==> config.mk <==
export PLATFORM = sky130hd
export DESIGN_NAME = sram_arbiter_flat
export DESIGN_NICKNAME = d
export VERILOG_FILES = /design/src/rtl/sram_arbiter_if.sv /design/src/rtl/sram_arbiter.sv /design/src/flat_wrapper.sv
export SDC_FILE = /design/constraint.sdc
export NUM_CORES = 1
export LEC_CHECK = 0
export BUFFER_PORTS_ARGS = -buffer_cell sky130_fd_sc_hd__buf_2
export CAP_MARGIN = 10
export CELL_PAD_IN_SITES_DETAIL_PLACEMENT = 1
export CELL_PAD_IN_SITES_GLOBAL_PLACEMENT = 1
export CORE_MARGIN = 2
export CORE_UTILIZATION = 35
export DETAILED_ROUTE_END_ITERATION = 10
export GPL_TIMING_DRIVEN = 0
export PLACE_DENSITY_LB_ADDON = 0.1
export SYNTH_ARGS = -nofsm -noshare
export SYNTH_HDL_FRONTEND = slang
export SYNTH_SLANG_ARGS = --single-unit
export TNS_END_PERCENT = 100
==> constraint.sdc <==
create_clock -name clk -period 2.2 [get_ports clk]
set_clock_uncertainty 0.2 [all_clocks]
set_input_delay 0 -clock clk [delete_from_list [all_inputs] [get_ports clk]]
set_output_delay 0 -clock clk [all_outputs]
set_load 0.01 [all_outputs]
==> src/rtl/sram_arbiter_if.sv <==
// sram_arbiter_if: pipeline request/ack ports and SRAM pad signals of the SRAM arbiter
interface sram_arbiter_if #(
    parameter int ADDR_W = 20
);
    logic              if_req;
    logic [31:0]       if_addr;
    logic [31:0]       if_rdata;
    logic              if_ack;
    logic              mem_req;
    logic              mem_we;
    logic [3:0]        mem_be;
    logic [31:0]       mem_addr;
    logic [31:0]       mem_wdata;
    logic [31:0]       mem_rdata;
    logic              mem_ack;
    logic [ADDR_W-1:0] sram_addr;
    logic [31:0]       sram_wdata;
    logic              sram_wr_oe;
    logic [31:0]       sram_rdata;
    logic              sram_ce_n;
    logic              sram_oe_n;
    logic              sram_we_n;
    logic [3:0]        sram_be_n;

    modport master (
        output if_req, if_addr, mem_req, mem_we, mem_be, mem_addr, mem_wdata, sram_rdata,
        input  if_rdata, if_ack, mem_rdata, mem_ack,
        input  sram_addr, sram_wdata, sram_wr_oe, sram_ce_n, sram_oe_n, sram_we_n, sram_be_n
    );

    modport slave (
        input  if_req, if_addr, mem_req, mem_we, mem_be, mem_addr, mem_wdata, sram_rdata,
        output if_rdata, if_ack, mem_rdata, mem_ack,
        output sram_addr, sram_wdata, sram_wr_oe, sram_ce_n, sram_oe_n, sram_we_n, sram_be_n
    );
endinterface

==> src/rtl/sram_arbiter.sv <==
// sram_arbiter: shares one async SRAM between IF and MEM ports; define SRAM_ARB_RR_EN for round-robin on contention
module sram_arbiter #(
    parameter int ADDR_W      = 20,
    parameter int WAIT_CYCLES = 1
) (
    input logic           clk,
    input logic           rst,
    sram_arbiter_if.slave bus
);
    localparam int CW = WAIT_CYCLES > 0 ? $clog2(WAIT_CYCLES + 1) : 1;

    typedef enum logic [1:0] {IDLE, SETUP, STROBE, DONE} state_t;

    state_t        state, state_nx;
    logic [CW-1:0] cnt;
    logic          gnt_mem;
    logic          we_l;
    logic          any_req;
    logic          sel_mem;
    logic          we_nx;
    logic          ce_n_nx;
    logic          oe_n_nx;
    logic          we_n_nx;
    logic          wr_oe_nx;
    logic          if_ack_nx;
    logic          mem_ack_nx;
    logic          unused_bits;

    assign any_req     = bus.if_req | bus.mem_req;
    assign unused_bits = ^{bus.if_addr[31:ADDR_W+2], bus.if_addr[1:0],
                           bus.mem_addr[31:ADDR_W+2], bus.mem_addr[1:0]};

`ifdef SRAM_ARB_RR_EN
    logic last_mem;
    assign sel_mem = bus.mem_req & (~bus.if_req | ~last_mem);
`else
    assign sel_mem = bus.mem_req;
`endif

    // state register plus latched request and registered SRAM/pipeline outputs
    always_ff @(posedge clk or negedge rst) begin
        if (!rst) begin
            state          <= IDLE;
            cnt            <= '0;
            gnt_mem        <= 1'b0;
            we_l           <= 1'b0;
            bus.sram_addr  <= '0;
            bus.sram_wdata <= '0;
            bus.sram_be_n  <= 4'hF;
            bus.sram_ce_n  <= 1'b1;
            bus.sram_oe_n  <= 1'b1;
            bus.sram_we_n  <= 1'b1;
            bus.sram_wr_oe <= 1'b0;
            bus.if_ack     <= 1'b0;
            bus.mem_ack    <= 1'b0;
            bus.if_rdata   <= '0;
            bus.mem_rdata  <= '0;
`ifdef SRAM_ARB_RR_EN
            last_mem       <= 1'b0;
`endif
        end else begin
            state          <= state_nx;
            bus.sram_ce_n  <= ce_n_nx;
            bus.sram_oe_n  <= oe_n_nx;
            bus.sram_we_n  <= we_n_nx;
            bus.sram_wr_oe <= wr_oe_nx;
            bus.if_ack     <= if_ack_nx;
            bus.mem_ack    <= mem_ack_nx;
            cnt            <= state == SETUP ? CW'(WAIT_CYCLES) :
                              (state == STROBE && cnt != '0) ? cnt - 1'b1 : cnt;
            if (state == IDLE && any_req) begin
                gnt_mem        <= sel_mem;
                we_l           <= we_nx;
                bus.sram_addr  <= sel_mem ? bus.mem_addr[ADDR_W+1:2] : bus.if_addr[ADDR_W+1:2];
                bus.sram_be_n  <= sel_mem ? ~bus.mem_be : 4'h0;
                bus.sram_wdata <= bus.mem_wdata;
`ifdef SRAM_ARB_RR_EN
                last_mem       <= sel_mem;
`endif
            end
            if (state == STROBE && cnt == '0 && !we_l) begin
                if (gnt_mem)
                    bus.mem_rdata <= bus.sram_rdata;
                else
                    bus.if_rdata  <= bus.sram_rdata;
            end
        end
    end

    // next state: fixed-timing walk through setup, strobe and hold
    always_comb begin
        case (state)
            IDLE:    state_nx = any_req ? SETUP : IDLE;
            SETUP:   state_nx = STROBE;
            STROBE:  state_nx = cnt == '0 ? DONE : STROBE;
            default: state_nx = IDLE;
        endcase
    end

    // next output values, derived from the state being entered so outputs stay registered
    always_comb begin
        we_nx      = state == IDLE ? sel_mem & bus.mem_we : we_l;
        ce_n_nx    = state_nx == IDLE;
        wr_oe_nx   = state_nx != IDLE && we_nx;
        oe_n_nx    = !(state_nx == STROBE && !we_nx);
        we_n_nx    = !(state_nx == STROBE && we_nx);
        if_ack_nx  = state_nx == DONE && !gnt_mem;
        mem_ack_nx = state_nx == DONE && gnt_mem;
    end
endmodule
==> src/flat_wrapper.sv <==
// flat-port wrapper written by rule: the top's interface ports become plain ports
module sram_arbiter_flat 
#(
    parameter int ADDR_W      = 20,
    parameter int WAIT_CYCLES = 1
)
  (clk, rst, bus_if_req, bus_if_addr, bus_mem_req, bus_mem_we, bus_mem_be, bus_mem_addr, bus_mem_wdata, bus_sram_rdata, bus_if_rdata, bus_if_ack, bus_mem_rdata, bus_mem_ack, bus_sram_addr, bus_sram_wdata, bus_sram_wr_oe, bus_sram_ce_n, bus_sram_oe_n, bus_sram_we_n, bus_sram_be_n);
  sram_arbiter_if #(.ADDR_W(ADDR_W)) bus_i ();
  input logic clk;
  input logic rst;
  input wire logic [$bits(bus_i.if_req)-1:0] bus_if_req;
  input wire logic [$bits(bus_i.if_addr)-1:0] bus_if_addr;
  input wire logic [$bits(bus_i.mem_req)-1:0] bus_mem_req;
  input wire logic [$bits(bus_i.mem_we)-1:0] bus_mem_we;
  input wire logic [$bits(bus_i.mem_be)-1:0] bus_mem_be;
  input wire logic [$bits(bus_i.mem_addr)-1:0] bus_mem_addr;
  input wire logic [$bits(bus_i.mem_wdata)-1:0] bus_mem_wdata;
  input wire logic [$bits(bus_i.sram_rdata)-1:0] bus_sram_rdata;
  output wire logic [$bits(bus_i.if_rdata)-1:0] bus_if_rdata;
  output wire logic [$bits(bus_i.if_ack)-1:0] bus_if_ack;
  output wire logic [$bits(bus_i.mem_rdata)-1:0] bus_mem_rdata;
  output wire logic [$bits(bus_i.mem_ack)-1:0] bus_mem_ack;
  output wire logic [$bits(bus_i.sram_addr)-1:0] bus_sram_addr;
  output wire logic [$bits(bus_i.sram_wdata)-1:0] bus_sram_wdata;
  output wire logic [$bits(bus_i.sram_wr_oe)-1:0] bus_sram_wr_oe;
  output wire logic [$bits(bus_i.sram_ce_n)-1:0] bus_sram_ce_n;
  output wire logic [$bits(bus_i.sram_oe_n)-1:0] bus_sram_oe_n;
  output wire logic [$bits(bus_i.sram_we_n)-1:0] bus_sram_we_n;
  output wire logic [$bits(bus_i.sram_be_n)-1:0] bus_sram_be_n;
  assign bus_i.if_req = bus_if_req;
  assign bus_i.if_addr = bus_if_addr;
  assign bus_i.mem_req = bus_mem_req;
  assign bus_i.mem_we = bus_mem_we;
  assign bus_i.mem_be = bus_mem_be;
  assign bus_i.mem_addr = bus_mem_addr;
  assign bus_i.mem_wdata = bus_mem_wdata;
  assign bus_i.sram_rdata = bus_sram_rdata;
  assign bus_if_rdata = bus_i.if_rdata;
  assign bus_if_ack = bus_i.if_ack;
  assign bus_mem_rdata = bus_i.mem_rdata;
  assign bus_mem_ack = bus_i.mem_ack;
  assign bus_sram_addr = bus_i.sram_addr;
  assign bus_sram_wdata = bus_i.sram_wdata;
  assign bus_sram_wr_oe = bus_i.sram_wr_oe;
  assign bus_sram_ce_n = bus_i.sram_ce_n;
  assign bus_sram_oe_n = bus_i.sram_oe_n;
  assign bus_sram_we_n = bus_i.sram_we_n;
  assign bus_sram_be_n = bus_i.sram_be_n;
  sram_arbiter #(.ADDR_W(ADDR_W), .WAIT_CYCLES(WAIT_CYCLES)) u_core (.clk(clk), .rst(rst), .bus(bus_i));
endmodule
==> results.sh, run 1 <==
export IMPL_power_total_mw=12.0
export IMPL_fp_dieW_um=125
export IMPL_crit_path_end_kind="flop"
export IMPL_cts_sinks=131
export IMPL_finalSetupViolations=0
export IMPL_firstDrtPassIters=4
export IMPL_power_density_nw_per_um2=1430
export IMPL_synthXorXnorAreaFrac_pct=0
export IMPL_outcome="completed"
export IMPL_area_growth_pct=63.7
export IMPL_via_count=4158
export IMPL_synth_area_mux_share_pct=25.1
export IMPL_critPathSlowestCell="dfrtp_1"
export IMPL_path_cells="inv_1, ha_1, nand2b_4, nor3b_4, buf_4, buf_6, mux2_2"
export IMPL_max_slew_margin_pct=64.0
export IMPL_avgRoutedWirePerCell_um=16.7
export IMPL_drc=0
export IMPL_finalNetCount=852
export IMPL_ir_worst_vdd_mv=0.591
export IMPL_holdWs_ns=0.108
export IMPL_final_hold_viol_count=0
export IMPL_via_per_inst=4.58
export IMPL_synth_top_family_by_area="multiplexers"
export IMPL_cts_max_level=4
export IMPL_clockBufferDepth=2
export IMPL_crit_path_max_fanout=10
export IMPL_seq_area_frac_synth_pct=64.3
export IMPL_ant_nets=0
export IMPL_netlist_area_um2=5110
export IMPL_critical_path_class="flop to flop"
export IMPL_grt_max_degree=79
export IMPL_cts_made_buffers=17
export IMPL_die_area_um2=15600
export IMPL_drv_cap=0
export IMPL_crit_path_start_kind="flop"
export IMPL_fin_crit_sh_pct=91.8
export IMPL_cts_tree="done"
export IMPL_clk_latency_ns=0.40
export IMPL_syn_area_per_cell_um2=15.0
export IMPL_antenna_found_initial=1
export IMPL_grt_overflow_total=0
export IMPL_min_period_ns=2.02
export IMPL_rows=44
export IMPL_cts_resized=0
export IMPL_setup_ws_ns=0.181
export IMPL_core_area_um2=14400
export IMPL_synth_distinct_cells=26
export IMPL_maxSlewViolCount=0
export IMPL_start_util_pct=35.4
export IMPL_yosys_area_top_type="dfrtp_1"
export IMPL_worst_path_largest_cell_delay_ns=0.40
export IMPL_drtIter0Drc=94
export IMPL_port_buffers=237
export IMPL_place_area_um2=6560
export IMPL_crit_arrival_ns=2.11
export IMPL_synth_compound_area_share_pct=3.23
export IMPL_ys_seq_elements=131
export IMPL_place_ws_ns=0.0995
export IMPL_syn_num_nets=481
export IMPL_clock_root_buffer="clkbuf_16"
export IMPL_routed_wl_um=15200
export IMPL_min_path_type="input port to flop"
export IMPL_synthTopCellsByArea="dfrtp_1 61%, mux2_2 21%, mux2i_1 3.9%, dfstp_2 3.6%, o21ai_0 2.4%"
export IMPL_gp_congestion=0.715
export IMPL_cp_data_required_time_ns=2.29
export IMPL_rsz0062_at_grt="false"
export IMPL_yosys_area_share_simple_pct=3.94
export IMPL_clkTransAtPathRegs_ns=0.06
export IMPL_fillers=1497
export IMPL_io_pins=263
export IMPL_yosysWarnings=0
export IMPL_synth_top_area_share_pct=60.7
export IMPL_fin_area_um2=8370
export IMPL_dpl_hpwl_um=9840
export IMPL_grt_pass1_wl_um=24800
export IMPL_max_freq_mhz=495
export IMPL_grt_pass1_vias=4827
export IMPL_synth_adder_area_share_pct=0.979
export IMPL_leakage_nw=4.09
export IMPL_tightest_slew_ns=0.540
export IMPL_layout_drive_gt1_share_pct=54.1
export IMPL_antennaDiodeCount=0
export IMPL_track_usage_pct=20.3
export IMPL_fp_dieH_um=125
export IMPL_syn_inst=340
==> sequential cells by signal (all words and copies together) (netlist names) <==
| signal | flops |
|---|---|
| u_core.bus.if_ack | 1 |
| u_core.bus.if_rdata | 32 |
| u_core.bus.mem_ack | 1 |
| u_core.bus.mem_rdata | 32 |
| u_core.bus.sram_addr | 20 |
| u_core.bus.sram_be_n | 4 |
| u_core.bus.sram_ce_n | 1 |
| u_core.bus.sram_oe_n | 1 |
| u_core.bus.sram_wdata | 32 |
| u_core.bus.sram_we_n | 1 |
| u_core.bus.sram_wr_oe | 1 |
| u_core.cnt | 1 |
| u_core.gnt_mem | 1 |
| u_core.state | 2 |
| u_core.we_l | 1 |
==> layout make-up <==
cell class	count	area (um^2)	area share, %
plain buffers	17	113	1.35
clock buffers	25	526	6.28
clock inverters	7	141	1.69
inverters	4	15.0	0.179
multi-input cells	188	1700	20.3
flip-flops and latches	131	3290	39.3
well taps	184	230	2.75
repair buffers	352	2360	28.2
==> where the power goes <==
group	leakage, nW	switching, mW	internal (mW)
clock	0.326	1.02	2.11
combinational	2.21	2.24	2.32
sequential	1.55	0.624	3.69
total	4.09	3.88	8.12
==> repair_timing <==
item                                    in CTS  in global routing
endpoints found under the setup margin       0                 28
hold buffers                               113                  0
buffers inserted                             0                  1
hold endpoints to repair                   252                  0
==> cell usage in the layout, fill, tap and decap left out <==
master         instances
a21o_1                 1
a21oi_2                1
and3_1                 1
and3b_1                1
buf_16                 1
buf_2                245
buf_4                  5
buf_6                  4
bufinv_16              4
clkbuf_1               2
clkbuf_16             17
clkbuf_8               7
clkinv_2               1
clkinv_4               1
clkinvlp_4             1
dfrtp_1              124
dfstp_2                7
dlygate4sd3_1        113
ha_1                   4
inv_1                  4
mux2_1                 2
mux2_2                94
mux2i_1               20
nand2_1               30
nand2b_4               1
nand3_1                1
nand3b_1               1
nor2_1                 1
nor3_4                 1
nor3b_4                1
o21a_1                 1
o21ai_0               25
o21ai_4                1
or3b_1                 1
==> final timing paths <==
kind | from | to | slack (ns) | cells past startpoint
hold reg to reg | u_core.bus.sram_addr[0] | u_core.bus.sram_addr[0] | 0.28 | 2
max in group asynchronous | rst | u_core.bus.sram_oe_n | 0.55 | 4
setup reg to reg | u_core.state[0] | u_core.bus.mem_rdata[21] | 0.18 | 7
min in group asynchronous | rst | u_core.bus.mem_rdata[1] | 0.45 | 3
setup / recovery | u_core.state[0] | u_core.bus.mem_rdata[21] | 0.18 | 7
hold / removal | bus_mem_be[2] | u_core.bus.sram_be_n[2] | 0.11 | 3
==> metal layers <==
| metal | GRT usage, % | part of all wire, % | vias up |
|---|---|---|---|
| met5 | 0 | 0 | - |
| met4 | 7.39 | 2.0 | 0 |
| met3 | 6.74 | 8.1 | 22 |
| met2 | 36.6 | 52 | 172 |
| met1 | 22.2 | 38 | 2045 |
| li1 | - | - | 1919 |
==> Yosys cell counts <==
cell / instances
clkbuf_1: 1
nor3b_4: 1
o21a_1: 1
and3_1: 1
nand3_1: 1
o21ai_4: 1
mux2i_1: 20
o21ai_0: 25
nand2b_4: 1
and3b_1: 1
mux2_2: 94
nand3b_1: 1
nor3_4: 1
inv_1: 4
buf_4: 4
buf_2: 9
buf_6: 3
ha_1: 4
nor2_1: 1
dfstp_2: 7
or3b_1: 1
a21o_1: 1
dfrtp_1: 124
nand2_1: 30
a21oi_2: 1
mux2_1: 2
==> cell families after synthesis <==
family / after synthesis
flip-flops: 131
multiplexers: 116
adder cells (fa/ha/maj): 4
AO/OA/AOI/OAI: 29
AND/OR/NAND/NOR: 39
buffers and inverters: 21
==> per-stage QoR <==
| step | TNS, ns | std cells | util [%] |
|---|---|---|---|
| after floorplan | 0 | 340 | - |
| after global routing | 0 | 908 | 58.0 |
| after global placement | -99.82 | 761 | 45.3 |
| after CTS | 0 | 907 | 58.0 |
| final | 0 | 908 | 58.0 |
| after detailed placement | 0 | 762 | 45.5 |
==> critical path, delay by kind of cell, from the launching register on <==
kind                       cells  cell delay [ns]
adders and majority gates      1             0.23
muxes                          1             0.35
DFF                            1             0.40
and+or+nand+nor                2             0.26
buffers and inverters          3             0.45
No activity file was read; power rests on OpenSTA's default activity.
==> inputs of run 2 (changes only) <==
==> constraint.sdc (replaced) <==
create_clock -name clk -period 1.9 [get_ports clk]
set_clock_uncertainty 0.2 [all_clocks]
set_input_delay 0 -clock clk [delete_from_list [all_inputs] [get_ports clk]]
set_output_delay 0 -clock clk [all_outputs]
set_load 0.01 [all_outputs]
==> results.sh, run 2 (synthesized netlist as in run 1, its figures left out) <==
export IMPL_outcome="finished with violations"
export IMPL_violations="setup timing"
export IMPL_finalSetupViolations=7
export IMPL_port_buffers=237
export IMPL_leakage_nw=4.36
export IMPL_rrSetupSlack_ns=-0.01
export IMPL_fin_crit_sh_pct=101
export IMPL_final_hold_viol_count=0
export IMPL_final_cell_mix="238 x buf_2, 124 x dfrtp_1, 113 x dlygate4sd3_1, 51 x mux2_2, 45 x mux2_4"
export IMPL_start_util_pct=35.4
export IMPL_fp_dieW_um=125
export IMPL_tightest_slew_ns=0.542
export IMPL_top_regs="u_core.bus.if_rdata x32, u_core.bus.mem_rdata x32, u_core.bus.sram_wdata x32"
export IMPL_grt_pass1_vias=4890
export IMPL_grt_pass1_wl_um=25100
export IMPL_cts_max_level=4
export IMPL_drc=0
export IMPL_io_pins=263
export IMPL_layout_drive_gt1_share_pct=55.6
export IMPL_gp_congestion=0.715
export IMPL_cp_data_required_time_ns=1.99
export IMPL_antenna_found_initial=2
export IMPL_crit_path_start_kind="flop"
export IMPL_r2r_start="u_core.state[0]"
export IMPL_drv_cap=0
export IMPL_grt_overflow_total=0
export IMPL_grt_max_degree=79
export IMPL_worstSetupStartpoint="u_core.state[0]"
export IMPL_path_cells="inv_2, ha_4, nand2b_4, nor3b_4, buf_6, clkbuf_16, mux2_4"
export IMPL_layoutNonFillerInstCount=923
export IMPL_min_path_type="input port to flop"
export IMPL_multi_input_area_um2=1880
export IMPL_rows=44
export IMPL_clkTransAtPathRegs_ns=0.06
export IMPL_track_usage_pct=20.5
export IMPL_setup_ws_ns=-0.0108
export IMPL_tns_ns=-0.0290
export IMPL_critical_path_class="flop to flop"
export IMPL_ant_nets=0
export IMPL_worst_path_largest_cell_delay_ns=0.39
export IMPL_min_period_ns=1.91
export IMPL_crit_path_end_kind="flop"
export IMPL_firstDrtPassIters=4
export IMPL_clockBufferDepth=2
export IMPL_dpl_hpwl_um=9840
export IMPL_regArea_um2=3290
export IMPL_via_count=4268
export IMPL_ir_worst_vdd_mv=0.693
export IMPL_layout_commonest_cell="buf_2"
export IMPL_fillers=1484
export IMPL_hp_start="bus_mem_be[0]"
export IMPL_critPathSlowestCell="dfrtp_1"
export IMPL_drtIter0Drc=99
export IMPL_core_area_um2=14400
export IMPL_crit_arrival_ns=2.00
export IMPL_clock_root_buffer="clkbuf_16"
export IMPL_place_ws_ns=-0.200
export IMPL_power_density_nw_per_um2=1690
export IMPL_fp_dieH_um=125
export IMPL_critPathTopFamily="buffers and inverters"
export IMPL_dp_cells=762
export IMPL_crit_path_max_fanout=5
export IMPL_area_growth_pct=72.4
export IMPL_routed_wl_um=16600
export IMPL_cts_made_buffers=17
export IMPL_die_area_um2=15600
export IMPL_cts_sinks=131
export IMPL_cts_tree="done"
export IMPL_clk_latency_ns=0.41
export IMPL_rsz0062_at_grt="true"
export IMPL_via_per_inst=4.62
export IMPL_finalNetCount=866
export IMPL_crit_buf_inv=3
export IMPL_maxSlewViolCount=0
export IMPL_max_slew_margin_pct=63.9
export IMPL_avgRoutedWirePerCell_um=18.0
export IMPL_max_freq_mhz=523
## run 2: cell count changes in the layout (fill, tap and decap cells not counted), moves of 2 or more
cell / before / now
buf_12: 0 / 5
buf_6: 4 / 7
buf_4: 5 / 11
clkbuf_16: 17 / 20
buf_2: 245 / 238
clkbuf_4: 0 / 2
buf_8: 0 / 2
mux2_2: 94 / 51
mux2_4: 0 / 45
mux2_1: 2 / 0
## run 2: layer usage
layer	GRT usage [%]	vias up	part of all wire, %
met1	22.7	2106	38
met2	36.6	176	52
met3	6.57	36	7.1
met4	8.04	0	2.6
met5	0	-	0
li1	-	1950	-
## run 2: worst paths after layout
path	end	cells after the start
max	u_core.bus.mem_rdata[6]	7
min	u_core.bus.sram_be_n[0]	3
max reg2reg	u_core.bus.mem_rdata[6]	7
min reg2reg	u_core.bus.sram_addr[0]	2
max in group asynchronous	u_core.bus.sram_oe_n	4
min in group asynchronous	u_core.bus.if_rdata[9]	3
## run 2: area by class of cell
type	instances	share of cell area, %
repair buffers	366	28.8
plain buffers	17	2.19
inverters	4	0.170
clock inverters	7	1.60
diodes	1	0.0284
clock buffers	25	5.96
flip-flops and latches	131	37.3
well taps	184	2.61
multi-input cells	188	21.3
## run 2: repair_timing
action | 4_1_cts | 5_1_grt
pin swaps | 2 | 1
setup buffers | 8 | 3
gates resized for setup | 12 | 71
setup endpoints to repair | 66 | 86
cloned | 1 | 3
hold buffers | 113 | 0
hold endpoints to repair | 252 | 0
## run 2: power by group
| part | total (mW) | switching, mW | leakage, nW | internal [mW] |
|---|---|---|---|---|
| Combinational | 6.22 | 2.83 | 2.48 | 3.40 |
| Sequential | 5.07 | 0.787 | 1.55 | 4.28 |
| Clock | 3.64 | 1.20 | 0.326 | 2.44 |
## run 2: worst min-delay path, cell delays in order
cell and delay (ns):
dlygate4sd3_1 0.54, buf_2 0.10, o21ai_0 0.08
## run 2: metrics by stage
step	total power [mW]	util (%)	area [um^2]	hold WS [ns]
6_report	14.9	61.1	8820	0.121
5_1_grt	15.8	61.1	8820	0.133
4_1_cts	14.2	58.7	8460	0.0972
3_5_place_dp	10.2	45.5	6560	-0.207
3_3_place_gp	9.90	45.3	6530	-0.0395
2_1_floorplan	7.91	-	5110	-0.496
